[src/rtl/lsu_pkg.sv]
// Shared definitions for the load/store unit.
//   - RV32I funct3 codes for loads and stores
//   - FSM state encoding (also driven out on the debug state port)
//   - access_err(): width/alignment/funct3 legality of a request
package lsu_pkg;

  // Load widths (req_we = 0)
  localparam logic [2:0] F3_LB  = 3'b000;
  localparam logic [2:0] F3_LH  = 3'b001;
  localparam logic [2:0] F3_LW  = 3'b010;
  localparam logic [2:0] F3_LBU = 3'b100;
  localparam logic [2:0] F3_LHU = 3'b101;

  // Store widths (req_we = 1)
  localparam logic [2:0] F3_SB  = 3'b000;
  localparam logic [2:0] F3_SH  = 3'b001;
  localparam logic [2:0] F3_SW  = 3'b010;

  typedef enum logic [1:0] {
    ST_IDLE   = 2'd0,
    ST_ACCESS = 2'd1,
    ST_WRITE  = 2'd2,
    ST_RESP   = 2'd3
  } lsu_state_e;

  // Returns 1 for an illegal funct3 or a misaligned halfword/word access.
  // The address range check depends on the memory depth and lives in the top.
  function automatic logic access_err(input logic       we,
                                      input logic [2:0] funct3,
                                      input logic [1:0] byte_off);
    logic bad_f3;
    logic misaligned;
    if (we) begin
      bad_f3 = (funct3 > F3_SW);
    end else begin
      bad_f3 = (funct3 == 3'd3) || (funct3 == 3'd6) || (funct3 == 3'd7);
    end
    // funct3[1:0] encodes the width for both loads and stores
    misaligned = ((funct3[1:0] == 2'b01) && byte_off[0]) ||
                 ((funct3[1:0] == 2'b10) && (byte_off != 2'b00));
    return bad_f3 || misaligned;
  endfunction

endpackage

[src/rtl/load_align.sv]
// Combinational load alignment: picks the addressed byte/halfword out of a
// memory word and sign- or zero-extends it to 32 bits.
// Ports:
//   word     in  32  word read from memory
//   byte_off in  2   byte offset within the word (addr[1:0])
//   funct3   in  3   load width/sign code (LB/LH/LW/LBU/LHU)
//   data     out 32  extended load result
module load_align
  import lsu_pkg::*;
(
  input  logic [31:0] word,
  input  logic [1:0]  byte_off,
  input  logic [2:0]  funct3,
  output logic [31:0] data
);

  logic [7:0]  sel_byte;
  logic [15:0] sel_half;

  always_comb begin
    sel_byte = 8'h00;
    case (byte_off)
      2'd0:    sel_byte = word[7:0];
      2'd1:    sel_byte = word[15:8];
      2'd2:    sel_byte = word[23:16];
      default: sel_byte = word[31:24];
    endcase
  end

  // Halfwords are only legal at even offsets, so byte_off[1] alone picks the lane
  assign sel_half = byte_off[1] ? word[31:16] : word[15:0];

  always_comb begin
    data = 32'h0;
    case (funct3)
      F3_LB:   data = {{24{sel_byte[7]}}, sel_byte};
      F3_LH:   data = {{16{sel_half[15]}}, sel_half};
      F3_LW:   data = word;
      F3_LBU:  data = {24'h0, sel_byte};
      F3_LHU:  data = {16'h0, sel_half};
      default: data = 32'h0;
    endcase
  end

endmodule

[src/rtl/load_store_unit.sv]
// RV32I load/store unit in front of a word-addressed data memory with
// combinational read. One request in flight at a time.
//
// Handshake (both channels): a transfer happens on a rising clk edge where
// valid and ready are both 1. req_ready is 1 only in IDLE; rsp_valid is 1
// only in RESP, and rsp_rdata/rsp_err stay stable until rsp_ready is seen.
//
// Ports:
//   clk, reset_n           clock, asynchronous active-low reset
//   req_valid/req_ready    request handshake
//   req_we                 1 = store, 0 = load
//   req_funct3             RV32I width/sign code
//   req_addr               byte address
//   req_wdata              right-aligned store data
//   rsp_valid/rsp_ready    response handshake
//   rsp_rdata              extended load data, 0 for stores and errors
//   rsp_err                misaligned / illegal funct3 / out of range
//   mem_write              memory write strobe
//   mem_addr               word-aligned byte address (0 outside ACCESS/WRITE)
//   mem_wdata              full word to write
//   mem_rdata              memory read data for mem_addr
//   state_dbg              current FSM state
//
// Flow: IDLE -> ACCESS -> RESP for loads and SW, IDLE -> ACCESS -> WRITE ->
// RESP for SB/SH (read-modify-write), IDLE -> RESP for rejected requests.
module load_store_unit
  import lsu_pkg::*;
#(
  parameter int DEPTH_WORDS = 1024
) (
  input  logic        clk,
  input  logic        reset_n,
  input  logic        req_valid,
  output logic        req_ready,
  input  logic        req_we,
  input  logic [2:0]  req_funct3,
  input  logic [31:0] req_addr,
  input  logic [31:0] req_wdata,
  output logic        rsp_valid,
  input  logic        rsp_ready,
  output logic [31:0] rsp_rdata,
  output logic        rsp_err,
  output logic        mem_write,
  output logic [31:0] mem_addr,
  output logic [31:0] mem_wdata,
  input  logic [31:0] mem_rdata,
  output lsu_state_e  state_dbg
);

  localparam logic [31:0] DEPTH_LIMIT = 32'(DEPTH_WORDS);

  lsu_state_e state, state_nxt;

  // Request captured at accept; the core is free to change its inputs after
  logic        we_q;
  logic [2:0]  funct3_q;
  logic [31:0] addr_q;
  logic [31:0] wdata_q;
  logic [31:0] merged_q;
  logic [31:0] rsp_rdata_q;
  logic        rsp_err_q;

  logic        accept;
  logic        req_err;
  logic        is_sub_store;
  logic [31:0] load_data;
  logic [31:0] merged;
  logic [31:0] word_addr;

  assign accept  = req_valid && (state == ST_IDLE);
  assign req_err = access_err(req_we, req_funct3, req_addr[1:0]) ||
                   ({2'b00, req_addr[31:2]} >= DEPTH_LIMIT);

  // Byte and halfword stores need a read-modify-write through WRITE
  assign is_sub_store = we_q && (funct3_q != F3_SW);
  assign word_addr    = {addr_q[31:2], 2'b00};

  // ---------------------------------------------------------------------
  // FSM: state register
  // ---------------------------------------------------------------------
  always_ff @(posedge clk or negedge reset_n) begin
    if (!reset_n) begin
      state <= ST_IDLE;
    end else begin
      state <= state_nxt;
    end
  end

  // ---------------------------------------------------------------------
  // FSM: next state
  // ---------------------------------------------------------------------
  always_comb begin
    state_nxt = state;
    case (state)
      ST_IDLE: begin
        if (req_valid) begin
          state_nxt = req_err ? ST_RESP : ST_ACCESS;
        end
      end
      ST_ACCESS: state_nxt = is_sub_store ? ST_WRITE : ST_RESP;
      ST_WRITE:  state_nxt = ST_RESP;
      ST_RESP: begin
        if (rsp_ready) begin
          state_nxt = ST_IDLE;
        end
      end
      default:   state_nxt = ST_IDLE;
    endcase
  end

  // ---------------------------------------------------------------------
  // FSM: outputs. mem_write is purely a decode of state, so the
  // asynchronous reset of the state register drops it immediately.
  // ---------------------------------------------------------------------
  always_comb begin
    req_ready = 1'b0;
    rsp_valid = 1'b0;
    mem_write = 1'b0;
    mem_addr  = 32'h0;
    mem_wdata = 32'h0;
    case (state)
      ST_IDLE: req_ready = 1'b1;
      ST_ACCESS: begin
        mem_addr = word_addr;
        if (we_q && (funct3_q == F3_SW)) begin
          mem_write = 1'b1;
          mem_wdata = wdata_q;
        end
      end
      ST_WRITE: begin
        mem_addr  = word_addr;
        mem_write = 1'b1;
        mem_wdata = merged_q;
      end
      ST_RESP: rsp_valid = 1'b1;
      default: ;
    endcase
  end

  assign state_dbg = state;

  // ---------------------------------------------------------------------
  // Datapath
  // ---------------------------------------------------------------------
  load_align u_load_align (
    .word     (mem_rdata),
    .byte_off (addr_q[1:0]),
    .funct3   (funct3_q),
    .data     (load_data)
  );

  // Insert the store byte/halfword into its lane of the current word
  always_comb begin
    merged = mem_rdata;
    if (funct3_q == F3_SB) begin
      case (addr_q[1:0])
        2'd0:    merged[7:0]   = wdata_q[7:0];
        2'd1:    merged[15:8]  = wdata_q[7:0];
        2'd2:    merged[23:16] = wdata_q[7:0];
        default: merged[31:24] = wdata_q[7:0];
      endcase
    end else if (addr_q[1]) begin
      merged[31:16] = wdata_q[15:0];
    end else begin
      merged[15:0] = wdata_q[15:0];
    end
  end

  always_ff @(posedge clk or negedge reset_n) begin
    if (!reset_n) begin
      we_q        <= 1'b0;
      funct3_q    <= 3'b000;
      addr_q      <= 32'h0;
      wdata_q     <= 32'h0;
      merged_q    <= 32'h0;
      rsp_rdata_q <= 32'h0;
      rsp_err_q   <= 1'b0;
    end else begin
      if (accept) begin
        we_q        <= req_we;
        funct3_q    <= req_funct3;
        addr_q      <= req_addr;
        wdata_q     <= req_wdata;
        // Cleared here so stores and errors answer with 0
        rsp_rdata_q <= 32'h0;
        rsp_err_q   <= req_err;
      end else if (state == ST_ACCESS) begin
        if (!we_q) begin
          rsp_rdata_q <= load_data;
        end else if (is_sub_store) begin
          merged_q <= merged;
        end
      end
    end
  end

  assign rsp_rdata = rsp_rdata_q;
  assign rsp_err   = rsp_err_q;

endmodule

[config.mk]
export PLATFORM = sky130hd
export DESIGN_NAME = load_store_unit
export DESIGN_NICKNAME = d
export VERILOG_FILES = /design/src/rtl/lsu_pkg.sv /design/src/rtl/load_align.sv /design/src/rtl/load_store_unit.sv
export SDC_FILE = /design/constraint.sdc
export NUM_CORES = 1
export LEC_CHECK = 0
export CORE_MARGIN = 5
export CORE_UTILIZATION = 48
export DETAILED_ROUTE_END_ITERATION = 16
export PLACE_DENSITY = 0.77
export SLEW_MARGIN = 20
export SYNTH_ARGS = -nofsm -noshare
export SYNTH_HDL_FRONTEND = slang
export SYNTH_SLANG_ARGS = --single-unit
[constraint.sdc]
create_clock -name clk -period 2.2 [get_ports clk]
set_input_delay 0.22 -clock clk [delete_from_list [all_inputs] [get_ports clk]]
set_output_delay 0.22 -clock clk [all_outputs]
set_load 0.03 [all_outputs]
Word level (Yosys, flattened, before mapping)
Cells that the tools add are included.
Widths: inputs -> output; s select.
- bits of input ports: 104
- flip-flop bits (word level): 135
- output and inout port bits: 102
- muxes and demuxes: 26
- bitwise gates (word level): 1
- reduce and logical (&&, ||, !) cells: 20
- $lt $le $gt $ge: 2
- equality and inequality tests: 18
- operators by type and width (cell ; number):
    $mux 32 ; 6
    $pmux 32 s5 ; 1
    $pmux 32 s2 ; 1
    $mux 16 ; 3
    $mux 8 ; 4
    $ge 30x11->1 const B ; 1
    $pmux 8 s3 ; 1
    $eq 3x3->1 const B ; 4
    $eq 2x2->1 const B ; 4
    $pmux 2 s4 ; 1
    $eq 2x1->1 const B ; 3
    $eq 3x2->1 const B ; 2
    $mux 2 ; 3
    $logic_and 1x1->1 ; 5
    $logic_or 1x1->1 ; 5
    $mux 1 ; 5
    $logic_not 2->1 ; 2
    $ne 2x2->1 const B ; 2
    $reduce_and 2->1 ; 2
    $reduce_and 4->1 ; 1
    $reduce_bool 2->1 ; 2
    $eq 3x1->1 const B ; 1
    $gt 3x2->1 const B ; 1
    $logic_not 3->1 ; 1
    other kinds (6) ; 6

Depth between registers and ports, before layout
- word-level depth: 9
- gate-level depth with buffers: 8

Cells and area by module
From an unflattened synthesis, not the netlist that was laid out.
- cell total of the unflattened synthesis: 666
- area, all modules: 7323.3 µm²
- by module, submodules not included (module ; times used ; area each (µm²) ; cells each):
    load_store_unit ; 1 ; 6278.5 ; 533
    load_align ; 1 ; 1044.8 ; 133

Least setup slack after synthesis
No wires, ideal clock.
- path type: register to register
- start: register state[0] (netlist: state_dbg[0])
- end: register rsp_rdata_q[22] (netlist: rsp_rdata[22])
- period minus slack after synthesis: 2311 ps
- path buffers: 2
- setup time: 64 ps
- stages on the path, launching flop included: 9
- arrival time: 2246 ps
- setup slack: -111 ps
- path through: dfrtp_1 > inv_1 > ha_1 > nand2_1 > buf_4 > nand2_1 > nor4_2 > buf_6 > a221o_2
- cells in the longest elaborated chain, start to end: 4
- ends and longest elaborated chain (item ; RTL line ; text):
    start: declaration ; load_store_unit.sv:52 ; lsu_state_e state, state_nxt;
    start signal: assignment ; load_store_unit.sv:85 ; state <= state_nxt;
    $logic_not 2->1 ; load_store_unit.sv:70 ; assign accept = req_valid && (state == ST_IDLE);
    $logic_and 1x1->1 ; load_store_unit.sv:70 ;
    $ne 2x1->1 (no line) or $reduce_bool 2->1 (tied branches) ; -- ;
    $reduce_and 2->1 (no line) ; -- ;
    end signal: assignment ; load_store_unit.sv:189 ; rsp_rdata_q <= load_data;
    end: declaration ; load_store_unit.sv:60 ; logic [31:0] rsp_rdata_q;
Parallel ways exist; a longest one is shown, timed or not.
A chain may end at the register's enable or synchronous reset.

Worst setup path in the final report
- start: register funct3_q[0]
- end: output port mem_wdata[8]
- cells in the longest elaborated chain, start to end: 4
- ends and longest elaborated chain (item ; RTL line ; text):
    start: declaration ; load_store_unit.sv:56 ; logic [2:0] funct3_q;
    start signal: assignment ; load_store_unit.sv:181 ; funct3_q <= req_funct3;
    $eq 3x2->1 ; load_store_unit.sv:125 ; if (we_q && (funct3_q == F3_SW)) begin
    $logic_and 1x1->1 ; load_store_unit.sv:125 ;
    $mux 32 ; load_store_unit.sv:125 ;
    $pmux 32 s2 ; load_store_unit.sv:121 ; case (state)
    end: declaration ; load_store_unit.sv:45 ; output logic [31:0] mem_wdata,
Every way passes these cells.

==> flow_metrics.py <==
metrics = {
    "synthesis": {
        "yosysMostFrequentCell": "dfrtp_1",
        "ys_ff_latch": 135,
        "synth_area_leader_cell": "dfrtp_1",
        "yosysSeqAreaShare_pct": 49.5,
        "synthArstFlopShare_pct": 100,
        "yosysTopAreaCellShare_pct": 49.5,
        "yosysUniqueCellTypes": 47,
        "syn_area_mm2": 0.00682,
        "synthFlopType": "dfrtp_1",
        "syn_inst": 591,
        "ys_warn_count": 0,
        "netlist_top_cells_area": "dfrtp_1, mux2_2, a22oi_1, mux2i_1, nor2b_1",
        "synth_edf_count": 0,
        "ys_top_cells_by_count": "dfrtp_1, mux2_2, nand2_1",
        "avgSynthCellArea_um2": 11.5,
    },
    "drt": {
        "wl_per_cell_um": 21.4,
        "num_vias": 5787,
        "drc_errors": 0,
        "routed_wl_um": 21200,
        "viasPerCell": 5.85,
        "ant_nets": 0,
        "drtIter0Drc": 497,
        "firstDrtPassIters": 4,
    },
    "power": {
        "switching_power_w": 0.00633,
        "intPower_w": 0.00935,
        "power_frac_seq_pct": 27.9,
        "clkPwrFrac_pct": 19.9,
        "leakage_nw": 4.23,
        "p_per_area_mw_per_mm2": 1600,
        "switching_share_pct": 40.4,
        "power_frac_comb_pct": 52.2,
        "p_total_w": 0.0157,
        "ir_worst_vdd_mv": 1.21,
    },
    "min_path": {
        "hp-class": "in2async",
    },
    "sta": {
        "max_slew_margin_pct": 53.9,
        "fmax_ghz": 0.451,
        "finalCritPeriodShare_pct": 101,
        "report.final.setup_viol": 3,
        "worst_pin_slew_ns": 0.691,
        "fin_setup_tns_ns": -0.0236,
        "rsz0062_at_grt": "true",
        "skew_ns": 0.00778,
        "period_needed_ns": 2.22,
        "worst_slack_ns": -0.0176,
        "maxSlewViolCount": 0,
        "hold_viol": 0,
    },
    "setup_path": {
        "crit_required_ns": 1.98,
        "crit_end": "mem_wdata[8]",
        "crit_path_end_kind": "output pin",
        "worstReg2RegStart": "funct3_q[2]",
        "rr_endpoint": "merged_q[27]",
        "start_kind": "flip-flop",
        "crit_arrival_ns": 2.00,
        "critPathLaunch": "funct3_q[0]",
        "r2r_slack_ns": 0.10,
        "cp_max_fo": 17,
        "path_class": "reg2out",
        "r2r_cells": 7,
    },
    "global_route": {
        "grt_max_degree": 65,
        "track_usage_pct": 25.8,
        "grt_pass1_wl_um": 32900,
        "grt_overflow": 0,
        "grt_pass1_vias": 5981,
        "grt_antenna_before_repair": 0,
    },
    "placement": {
        "hpwlAfterDp_um": 15200,
        "place_area_mm2": 0.00905,
        "io_buffers": 203,
        "place.gp.congestion": 0.951,
        "dpl.cell_count": 950,
    },
    "final_layout": {
        "drive_above_1_share_pct": 29.0,
        "finish.instance_area_mm2": 0.00982,
        "final_util_pct": 70.5,
        "n_antenna_cell": 0,
        "final_cells": 990,
        "area_growth_pct": 43.9,
        "fin_nets": 905,
    },
    "flow_run": {
        "drv_cap": 0,
    },
    "outcome": {
        "outcome": "finished with violations",
        "violations": "setup timing",
    },
    "floorplan": {
        "rows": 43,
        "io_pins": 206,
        "fp.dieW_um": 129,
        "core_area_mm2": 0.0139,
        "initial_core_util_pct": 49.0,
        "die_area_mm2": 0.0167,
        "die_h_um": 129,
    },
    "cts": {
        "path_clk_slew_ns": 0.06,
        "insertion_delay_ns": 0.42,
        "htreeDepth": 4,
        "cts_tree": "done",
        "cts_sinks": 135,
        "cts_buffers": 17,
        "clockBufferDepth": 2,
        "clock-root-buffer": "clkbuf_16",
    },
}
## cell type report
| type | instances | area (um^2) |
|---|---|---|
| Inverter | 13 | 48.8 |
| Clock inverter | 12 | 200 |
| Sequential cell | 135 | 3380 |
| Tap cell | 180 | 225 |
| Fill cell | 978 | 4110 |
| Timing Repair Buffer | 233 | 2290 |
| Clock buffer | 20 | 447 |
| Multi-Input combinational cell | 397 | 3230 |
## registers in the layout, indices dropped and copies added, names as in the netlist
name	cells
addr_q	32
funct3_q	3
merged_q	32
rsp_err	1
rsp_rdata	32
state_dbg	2
wdata_q	32
we_q	1
## worst max-delay path, stage by stage (launching register included)
cell and delay, ns:
dfrtp_1 0.38, or3b_4 0.42, nor2_4 0.17, buf_12 0.18
a22oi_1 0.11, nor2b_1 0.13, buf_4 0.17
## timing repair
action                                 CTS  global route
resized for setup                       14             2
endpoints found under the hold margin   58             0
pin swaps                                1             3
hold buffers                             1             0
gates cloned                             1             0
setup endpoints to repair               33            51
setup buffers                            5             2
## power groups by stage
| stage | logic, W | clock network [W] | registers [W] |
|---|---|---|---|
| global placement | 0.00784 | 0 | 0.00433 |
| detailed placement | 0.00798 | 0 | 0.00438 |
| floorplan | 0.00510 | 0 | 0.00439 |
| finish | 0.00818 | 0.00312 | 0.00438 |
| global route | 0.00876 | 0.00328 | 0.00449 |
| CTS | 0.00818 | 0.00316 | 0.00436 |
## routing by layer
layer / GRT usage (%) / wire length, um / up-vias
met3: 8.94 / 2180 / 44
met1: 34.5 / 8660 / 2863
li1: - / - / 2577
met4: 9.70 / 595 / 0
met2: 39.0 / 9710 / 303
met5: 0 / 0 / -
## worst min path at each step
stage,start,end
after floorplan,reset_n,addr_q[0]
after global placement,reset_n,merged_q[5]
after detailed placement,reset_n,merged_q[10]
after CTS,reset_n,rsp_rdata[1]
after global routing,req_wdata[25],wdata_q[25]
final,reset_n,merged_q[5]
## layout by cell type (no fill, tap or decap), types with 2 or more instances in the layout
master | Yosys | layout
conb_1 | 1 | 2
nor2b_1 | 32 | 24
bufinv_16 | 0 | 5
nor4_1 | 6 | 6
clkbuf_1 | 24 | 2
nor2_1 | 5 | 5
clkbuf_16 | 0 | 17
a22oi_1 | 40 | 40
nand2b_1 | 9 | 9
dfrtp_1 | 135 | 134
inv_1 | 13 | 13
nor3_1 | 3 | 2
buf_12 | 0 | 15
o2bb2ai_1 | 16 | 16
o221ai_1 | 7 | 7
ha_1 | 4 | 2
clkinv_4 | 0 | 2
nand2_1 | 46 | 45
clkinvlp_4 | 0 | 3
clkinv_2 | 0 | 2
clkdlybuf4s50_1 | 0 | 138
a221o_2 | 10 | 10
and3_1 | 2 | 2
mux2_2 | 70 | 70
a22o_1 | 8 | 8
a221o_1 | 15 | 15
mux2i_1 | 25 | 25
a21oi_1 | 4 | 3
buf_4 | 9 | 77
mux4_2 | 7 | 7
nor2b_2 | 0 | 8
and2_1 | 30 | 28
and2_4 | 0 | 2
a21oi_2 | 1 | 2
o21ai_0 | 38 | 38
## stage by stage
step           setup WS (ns)  hold slack (ns)
6_report             -0.0176            0.363
2_1_floorplan         0.0326          -0.0756
3_3_place_gp           0.149            0.244
4_1_cts              -0.0381            0.375
5_1_grt               -0.134            0.390
3_5_place_dp          0.0440            0.245
## kinds of logic (layout without fill, tap and decap cells)
logic type,Yosys count,count (layout),synth area share [%]
adder cells (fa/ha/maj),4,4,0.733
multiplexers,102,102,17.5
AO/OA/AOI/OAI,145,145,16.1
other,1,2,0.0550
flip-flops,135,135,49.5
buffers and inverters,60,278,4.20
AND/OR/NAND/NOR,144,144,11.9
Note: power is estimated with default switching activity, not from simulation.
